==> src/rtl/mc_ctrl_pkg.sv <==
`default_nettype none
// ============================================================================
// Module      : mc_ctrl_pkg
// Description : Shared encodings for the multi-cycle RV32I control unit.
// Revision    : 1.0 - initial release
// ============================================================================
package mc_ctrl_pkg;

    // FSM state encodings
    localparam logic [3:0] C_ST_FETCH    = 4'd0;
    localparam logic [3:0] C_ST_DECODE   = 4'd1;
    localparam logic [3:0] C_ST_MEMADR   = 4'd2;
    localparam logic [3:0] C_ST_MEMREAD  = 4'd3;
    localparam logic [3:0] C_ST_MEMWB    = 4'd4;
    localparam logic [3:0] C_ST_MEMWRITE = 4'd5;
    localparam logic [3:0] C_ST_EXECR    = 4'd6;
    localparam logic [3:0] C_ST_EXECI    = 4'd7;
    localparam logic [3:0] C_ST_ALUWB    = 4'd8;
    localparam logic [3:0] C_ST_BRANCH   = 4'd9;
    localparam logic [3:0] C_ST_JAL      = 4'd10;

    localparam logic [2:0] C_ALU_ADD   = 3'b000;
    localparam logic [2:0] C_ALU_SUB   = 3'b001;
    localparam logic [2:0] C_ALU_AND   = 3'b010;
    localparam logic [2:0] C_ALU_OR    = 3'b011;
    localparam logic [2:0] C_ALU_XOR   = 3'b100;
    localparam logic [2:0] C_ALU_CMP   = 3'b101;
    localparam logic [2:0] C_ALU_SHIFT = 3'b110;

    // ALUOp handed from the FSM to the ALU decoder
    localparam logic [1:0] C_ALUOP_ADD   = 2'b00;
    localparam logic [1:0] C_ALUOP_SUB   = 2'b01;
    localparam logic [1:0] C_ALUOP_FUNCT = 2'b10;
    localparam logic [1:0] C_ALUOP_CMP   = 2'b11;

    localparam logic [6:0] C_OP_LOAD   = 7'b0000011;
    localparam logic [6:0] C_OP_STORE  = 7'b0100011;
    localparam logic [6:0] C_OP_RTYPE  = 7'b0110011;
    localparam logic [6:0] C_OP_ITYPE  = 7'b0010011;
    localparam logic [6:0] C_OP_BRANCH = 7'b1100011;
    localparam logic [6:0] C_OP_JAL    = 7'b1101111;

    localparam logic [1:0] C_SRCA_PC    = 2'b00;
    localparam logic [1:0] C_SRCA_OLDPC = 2'b01;
    localparam logic [1:0] C_SRCA_RS1   = 2'b10;

    localparam logic [1:0] C_SRCB_RS2   = 2'b00;
    localparam logic [1:0] C_SRCB_IMM   = 2'b01;
    localparam logic [1:0] C_SRCB_FOUR  = 2'b10;

    localparam logic [1:0] C_RES_ALUOUT = 2'b00;
    localparam logic [1:0] C_RES_MEM    = 2'b01;
    localparam logic [1:0] C_RES_ALU    = 2'b10;

    localparam logic [2:0] C_IMM_I = 3'b000;
    localparam logic [2:0] C_IMM_S = 3'b001;
    localparam logic [2:0] C_IMM_B = 3'b010;
    localparam logic [2:0] C_IMM_J = 3'b011;

    function automatic logic [2:0] imm_decode(input logic [6:0] op);
        case (op)
            C_OP_STORE:  imm_decode = C_IMM_S;
            C_OP_BRANCH: imm_decode = C_IMM_B;
            C_OP_JAL:    imm_decode = C_IMM_J;
            default:     imm_decode = C_IMM_I;
        endcase
    endfunction

endpackage
`default_nettype wire

==> src/rtl/alu_decoder.sv <==
`default_nettype none
// ============================================================================
// Module      : alu_decoder
// Description : Maps ALUOp plus instruction funct fields onto ALU controls.
// Revision    : 1.0 - initial release
// ============================================================================
module alu_decoder
    import mc_ctrl_pkg::*;
(
    input  logic [1:0] alu_op,
    input  logic [2:0] funct3,
    input  logic       funct7_5,
    input  logic       op5,
    output logic [2:0] alu_control,
    output logic [2:0] alu_funct3,
    output logic       alu_funct7_5
);

    always_comb begin
        alu_control  = C_ALU_ADD;
        alu_funct3   = 3'b000;
        alu_funct7_5 = 1'b0;
        case (alu_op)
            C_ALUOP_SUB: alu_control = C_ALU_SUB;
            C_ALUOP_CMP: begin
                // Branch compares reuse slt/sltu: funct3[1] selects unsigned
                alu_control = C_ALU_CMP;
                alu_funct3  = {2'b01, funct3[1]};
            end
            C_ALUOP_FUNCT: begin
                alu_funct3 = funct3;
                case (funct3)
                    3'b000:         alu_control = (op5 & funct7_5) ? C_ALU_SUB : C_ALU_ADD;
                    3'b001, 3'b101: begin
                        alu_control  = C_ALU_SHIFT;
                        alu_funct7_5 = funct7_5;
                    end
                    3'b010, 3'b011: alu_control = C_ALU_CMP;
                    3'b100:         alu_control = C_ALU_XOR;
                    3'b110:         alu_control = C_ALU_OR;
                    default:        alu_control = C_ALU_AND;
                endcase
            end
            default: alu_control = C_ALU_ADD;
        endcase
    end

endmodule
`default_nettype wire

==> src/rtl/mc_control_unit.sv <==
`default_nettype none
// ============================================================================
// Module      : mc_control_unit
// Description : Multi-cycle RV32I control FSM sharing one memory port.
//               Define BRANCH_CMP_EN to add blt/bge/bltu/bgeu support.
// Revision    : 1.0 - initial release
// ============================================================================
module mc_control_unit
    import mc_ctrl_pkg::*;
#(
    parameter logic [3:0] RESET_STATE = 4'd0
)(
    input  logic       clk,
    input  logic       rst,
    input  logic [6:0] opcode,
    input  logic [2:0] funct3,
    input  logic       funct7_5,
    input  logic       alu_zero,
    input  logic       mem_ready,
    output logic       pc_write,
    output logic       adr_src,
    output logic       mem_write,
    output logic       ir_write,
    output logic [1:0] result_src,
    output logic [1:0] alu_src_a,
    output logic [1:0] alu_src_b,
    output logic [2:0] imm_src,
    output logic       reg_write,
    output logic [2:0] alu_control,
    output logic [2:0] alu_funct3,
    output logic       alu_funct7_5,
    output logic       illegal_instr
);

    logic [3:0] r_state;
    logic [3:0] w_next_state;
    logic       w_br_legal;
    logic       w_br_take;
    logic       w_br_cmp;
    logic       w_op_legal;
    logic [1:0] w_alu_op;
    logic       w_pc_write;
    logic       w_mem_write;
    logic       w_ir_write;
    logic       w_reg_write;
    logic       w_illegal;

`ifdef BRANCH_CMP_EN
    assign w_br_legal = (funct3[2:1] != 2'b01);
    assign w_br_cmp   = funct3[2];
    // bge/bgeu (funct3[0]=1) take on zero, like beq; blt/bltu invert it
    assign w_br_take  = funct3[2] ? (funct3[0] ? alu_zero : ~alu_zero)
                                  : (funct3[0] ? ~alu_zero : alu_zero);
`else
    assign w_br_legal = (funct3[2:1] == 2'b00);
    assign w_br_cmp   = 1'b0;
    assign w_br_take  = funct3[0] ? ~alu_zero : alu_zero;
`endif

    always_comb begin
        case (opcode)
            C_OP_LOAD, C_OP_STORE, C_OP_RTYPE,
            C_OP_ITYPE, C_OP_JAL:  w_op_legal = 1'b1;
            C_OP_BRANCH:           w_op_legal = w_br_legal;
            default:               w_op_legal = 1'b0;
        endcase
    end

    always_ff @(posedge clk or posedge rst) begin
        if (rst) r_state <= RESET_STATE;
        else     r_state <= w_next_state;
    end

    always_comb begin
        w_next_state = r_state;
        case (r_state)
            C_ST_FETCH:    w_next_state = mem_ready ? C_ST_DECODE : C_ST_FETCH;
            C_ST_DECODE: begin
                w_next_state = C_ST_FETCH;
                if (w_op_legal) begin
                    case (opcode)
                        C_OP_LOAD, C_OP_STORE: w_next_state = C_ST_MEMADR;
                        C_OP_RTYPE:            w_next_state = C_ST_EXECR;
                        C_OP_ITYPE:            w_next_state = C_ST_EXECI;
                        C_OP_BRANCH:           w_next_state = C_ST_BRANCH;
                        default:               w_next_state = C_ST_JAL;
                    endcase
                end
            end
            C_ST_MEMADR:   w_next_state = opcode[5] ? C_ST_MEMWRITE : C_ST_MEMREAD;
            C_ST_MEMREAD:  w_next_state = mem_ready ? C_ST_MEMWB : C_ST_MEMREAD;
            C_ST_MEMWRITE: w_next_state = mem_ready ? C_ST_FETCH : C_ST_MEMWRITE;
            C_ST_EXECR,
            C_ST_EXECI,
            C_ST_JAL:      w_next_state = (r_state == C_ST_JAL) ? C_ST_ALUWB : C_ST_ALUWB;
            default:       w_next_state = C_ST_FETCH;
        endcase
    end

    always_comb begin
        w_pc_write  = 1'b0;
        w_ir_write  = 1'b0;
        w_mem_write = 1'b0;
        w_reg_write = 1'b0;
        w_illegal   = 1'b0;
        adr_src     = 1'b0;
        result_src  = C_RES_ALUOUT;
        alu_src_a   = C_SRCA_PC;
        alu_src_b   = C_SRCB_RS2;
        w_alu_op    = C_ALUOP_ADD;
        case (r_state)
            C_ST_FETCH: begin
                alu_src_b  = C_SRCB_FOUR;
                result_src = C_RES_ALU;
                w_ir_write = mem_ready;
                w_pc_write = mem_ready;
            end
            C_ST_DECODE: begin
                alu_src_a = C_SRCA_OLDPC;
                alu_src_b = C_SRCB_IMM;
                w_illegal = ~w_op_legal;
            end
            C_ST_MEMADR: begin
                alu_src_a = C_SRCA_RS1;
                alu_src_b = C_SRCB_IMM;
            end
            C_ST_MEMREAD:  adr_src = 1'b1;
            C_ST_MEMWB: begin
                result_src  = C_RES_MEM;
                w_reg_write = 1'b1;
            end
            C_ST_MEMWRITE: begin
                adr_src     = 1'b1;
                w_mem_write = 1'b1;
            end
            C_ST_EXECR: begin
                alu_src_a = C_SRCA_RS1;
                w_alu_op  = C_ALUOP_FUNCT;
            end
            C_ST_EXECI: begin
                alu_src_a = C_SRCA_RS1;
                alu_src_b = C_SRCB_IMM;
                w_alu_op  = C_ALUOP_FUNCT;
            end
            C_ST_ALUWB:    w_reg_write = 1'b1;
            C_ST_BRANCH: begin
                alu_src_a  = C_SRCA_RS1;
                w_alu_op   = w_br_cmp ? C_ALUOP_CMP : C_ALUOP_SUB;
                w_pc_write = w_br_take;
            end
            C_ST_JAL: begin
                alu_src_a  = C_SRCA_OLDPC;
                alu_src_b  = C_SRCB_FOUR;
                w_pc_write = 1'b1;
            end
            default: ;
        endcase
    end

    // Enables are forced low while rst is held so nothing writes during reset
    assign pc_write      = w_pc_write  & ~rst;
    assign ir_write      = w_ir_write  & ~rst;
    assign mem_write     = w_mem_write & ~rst;
    assign reg_write     = w_reg_write & ~rst;
    assign illegal_instr = w_illegal   & ~rst;
    assign imm_src       = imm_decode(opcode);

    alu_decoder u_alu_decoder (
        .alu_op       (w_alu_op),
        .funct3       (funct3),
        .funct7_5     (funct7_5),
        .op5          (opcode[5]),
        .alu_control  (alu_control),
        .alu_funct3   (alu_funct3),
        .alu_funct7_5 (alu_funct7_5)
    );

endmodule
`default_nettype wire

==> config.mk <==
export PLATFORM = sky130hd
export DESIGN_NAME = mc_control_unit
export DESIGN_NICKNAME = d
export VERILOG_FILES = /design/src/rtl/mc_ctrl_pkg.sv /design/src/rtl/alu_decoder.sv /design/src/rtl/mc_control_unit.sv
export SDC_FILE = /design/constraint.sdc
export NUM_CORES = 1
export LEC_CHECK = 0
export CAP_MARGIN = 10
export CORE_UTILIZATION = 38
export DETAILED_ROUTE_END_ITERATION = 12
export PLACE_DENSITY = 0.8
export SLEW_MARGIN = 20
export SYNTH_ARGS = -nofsm -noshare
export SYNTH_HDL_FRONTEND = slang
export SYNTH_SLANG_ARGS = --single-unit
==> constraint.sdc <==
create_clock -name clk -period 1.8 [get_ports clk]
set_input_delay 0.36 -clock clk [delete_from_list [all_inputs] [get_ports clk]]
set_output_delay 0.36 -clock clk [all_outputs]
set_load 0.1 [all_outputs]
==> impl_metrics.tcl, run 1 <==
set metrics [dict create \
    outcome "stopped before the end" \
    failing_step "detailed placement" \
    error "[ERROR DPL-0038] Utilization greater than 100%, impossible to legalize" \
    io_buffers 35 \
    syn_avg_cell_area_sq_um 7.41 \
    initial_core_util_pct 42.3 \
    rows 14 \
    synth.top_cell.area_share_pct 15.0 \
    routabilityCongestion 0.776 \
    die_h_microns 43.9 \
    async_flop_share_pct 100 \
    ys_seq_elements 4 \
    ios 37 \
    yosys.cell_types.count 40 \
    synth_edf_count 0 \
    synthTopCellsByCount "nor2_1, nand2_1, nor2b_1" \
    postSynthCellCount 90 \
    ys.warnings.count 0 \
    seq_area_frac_synth_pct 15.0 \
    synth_top_area_cell "dfrtp_1" \
    synth_flop_cell "dfrtp_1" \
    synth_area_leaders "dfrtp_1, nor2_1, nor2b_1, nand2_1, nand4bb_4" \
    die_w_microns 43.9 \
    syn_nets 105 \
    yosysMostFrequentCell "nor2_1" \
    synth.cell_area_sq_um 667 \
]
stage by stage:
step                    hold slack (ps)  setup TNS (ps)  instance area [sq um]  setup slack, ps
after global placement              646           -2170                   1690             -385
after floorplan                     131           -2890                    926             -380
cells by family after synthesis:
group	Yosys count	share of synthesized area, %
AND/OR/NAND/NOR	50	48.0
AO/OA/AOI/OAI	21	22.9
flip-flops	4	15.0
multiplexers	2	3.00
other	1	0.562
buffers and inverters	8	5.25
XOR/XNOR	4	5.25
==> run 2, diff against run 1 <==
Settings changed: CORE_AREA from default to 2 2 63 65, CORE_UTILIZATION 38 to default, DIE_AREA from default to 0 0 65 67, PLACE_DENSITY 0.8 to default, PLACE_DENSITY_LB_ADDON from default to 0.15.
==> run 2 against run 1 <==
  * The flow now finishes, with violations (setup timing)
  * Synthesized area stayed put
  * Synthesized cell count is the same
==> impl_metrics.tcl, run 2 <==
set metrics [dict create \
    design.die.area_sq_um 4360 \
    grt_usage_pct 13.2 \
    syn2layout_area_growth_pct 190 \
    ff2ff_setup_slack_ps 410 \
    antenna_found_initial 0 \
    drtAntennaViolNets 0 \
    die_w_microns 65 \
    grt_pass1_wl_microns 4430 \
    final_cell_area_sq_um 1930 \
    ios 37 \
    regMostFlops "r_state" \
    ir_worst_vdd_mv 0.176 \
    yosys.cell_types.count 40 \
    hold_path.class "input port to async pin" \
    synth_flop_cell "dfrtp_1" \
    initialDrtViolationCount 30 \
    path_buf_inv 1 \
    reg_top3 "r_state: 4 flops" \
    powerDensity_nw_per_um2 456 \
    drcViolationCount 0 \
    routedWlPerCell_microns 12.8 \
    io_buffers 35 \
    finalPower_uw 881 \
    skew_ps 0.904 \
    place_area_sq_um 1710 \
    drv_cap 0 \
    coreArea_sq_um 3610 \
    r2r-end "r_state[2]" \
    fillCellCount 334 \
    final_common_cell "buf_4" \
    worstSkewPairLatency_ps 220 \
    crit_chain "or3b_1, a21oi_1, a31oi_1, nor3_4, buf_12" \
    dp_hpwl_microns 2020 \
    syn_avg_cell_area_sq_um 7.41 \
    grt_pass1_vias 964 \
    synth_top_area_cell "dfrtp_1" \
    rr_startpoint "r_state[1]" \
    syn_nets 105 \
    rows 22 \
    required_ps 1440 \
    viasPerCell 4.63 \
    yosysMostFrequentCell "nor2_1" \
    setup_slack_ps -186 \
    outcome "complete, but fails checks" \
    crit_path_max_incr_delay_ps 420 \
    hold_viol 0 \
    synth.cell_area_sq_um 667 \
    cpLargestDelayFamily "simple AND/OR/NAND/NOR gates" \
    die_h_microns 67 \
    seq_area_frac_synth_pct 15.0 \
    synth_edf_count 0 \
    violations "setup timing" \
    cts_htree_levels 1 \
    initial_core_util_pct 18.5 \
    synth_area_leaders "dfrtp_1, nor2_1, nor2b_1, nand2_1, nand4bb_4" \
    cp-start-kind "flop" \
    clkTransAtPathRegs_ps 30 \
    setup_viol 12 \
    synth.top_cell.area_share_pct 15.0 \
    ys_seq_elements 4 \
    ys.warnings.count 0 \
    grt_max_degree 12 \
    worstSetupEndpointType "primary output" \
    largest_reg_flops 4 \
    nNetsFinal 177 \
    async_flop_share_pct 100 \
    layout-drive-gt1-share_pct 73.1 \
    final-max-slew-violation-count 0 \
    postSynthCellCount 90 \
    routabilityCongestion 0.796 \
    fmax_ghz 0.504 \
    period_needed_ps 1990 \
    grt_overflow 0 \
    cts_root_buf "clkbuf_8" \
    crit_slowest_cell "dfrtp_2" \
    period_share_pct 110 \
    rsz0062_at_grt "yes" \
    final_cell_mix "buf_4, buf_12, nor2_4, buf_6" \
    r2r_cells 5 \
    dr.pass1.iters 4 \
    wl_microns 2660 \
    path_max_fanout 5 \
    worst-setup-path-type "flop to primary output" \
    clock-sinks 4 \
    cts_tree "yes" \
    antennaDiodeCount 0 \
    p_leak_uw 0.000802 \
    synthTopCellsByCount "nor2_1, nand2_1, nor2b_1" \
    arrival_ps 1630 \
    clk_path_buf_depth 2 \
    vias 963 \
    numCtsBuffers 3 \
]
==> run 2: cell counts after synthesis <==
No cell type changed its count.
==> run 2: cell families (layout without fill, tap and decap cells) <==
kind of cell | after synthesis | count (layout) | share of synthesized area, %
xor gates and xnor gates | 4 | 4 | 5.25
buffers and inverters | 8 | 78 | 5.25
and+or+nand+nor | 50 | 50 | 48.0
muxes | 2 | 2 | 3.00
DFF | 4 | 4 | 15.0
AOI/OAI and AO/OA | 21 | 21 | 22.9
other | 1 | 1 | 0.562
==> run 2: final cells by class <==
type / count / area [sq um] / area share, %
Clock buffer: 3 / 41.3 / 2.13
Inverter: 2 / 7.51 / 0.388
Multi-Input combinational cell: 78 / 863 / 44.6
Sequential cell: 4 / 104 / 5.37
Tap cell: 48 / 60.1 / 3.10
Timing Repair Buffer: 73 / 858 / 44.4
==> run 2: tightest hold or removal path, delay by kind of cell <==
kind	cells	cell delay, ps
buffers and inverters	4	450
==> run 2: how the worst max path moves through the flow <==
| stage | startpoint | end | depth (start not counted) |
|---|---|---|---|
| 6_report | r_state[1] | pc_write | 5 |
| 5_1_grt | r_state[1] | pc_write | 5 |
| 4_1_cts | r_state[3] | pc_write | 5 |
| 3_5_place_dp | opcode[2] | illegal_instr | 6 |
| 3_3_place_gp | mem_ready | pc_write | 6 |
| 2_1_floorplan | r_state[3] | alu_src_b[1] | 3 |
==> run 2: layer usage <==
layer  wire (microns)  part of all wire, %  global-route usage, %
met1             1070                   40                   15.5
met2             1390                   52                   22.9
met3              140                  5.3                   2.36
met4               51                  1.9                   6.91
met5                0                    0                      0
==> run 2: report_power, final <==
part	internal [uW]	total (uW)	switching, uW
clock network	143	193	50.5
registers	95.8	102	6.57
logic	239	586	347
==> run 2: what timing repair did <==
item	in CTS	in global routing
endpoints found under the setup margin	17	17
buffers inserted	8	3
hold buffers	0	0
gates resized for setup	44	24
pin swaps	11	9
cloned	0	0
==> run 2: per-stage QoR <==
| stage | setup TNS, ps | util (%) | instances | hold WS [ps] | setup WS [ps] |
|---|---|---|---|---|---|
| 2_1_floorplan | -2890 | - | 90 | 131 | -380 |
| 3_3_place_gp | -2520 | 47.5 | 196 | 660 | -379 |
| 3_5_place_dp | -2710 | 47.5 | 196 | 663 | -420 |
| 4_1_cts | -1060 | 51.8 | 205 | 515 | -190 |
| 5_1_grt | -1820 | 53.6 | 208 | 284 | -273 |
| 6_report | -1060 | 53.6 | 208 | 267 | -186 |
Power figures use the tool's default switching activity.
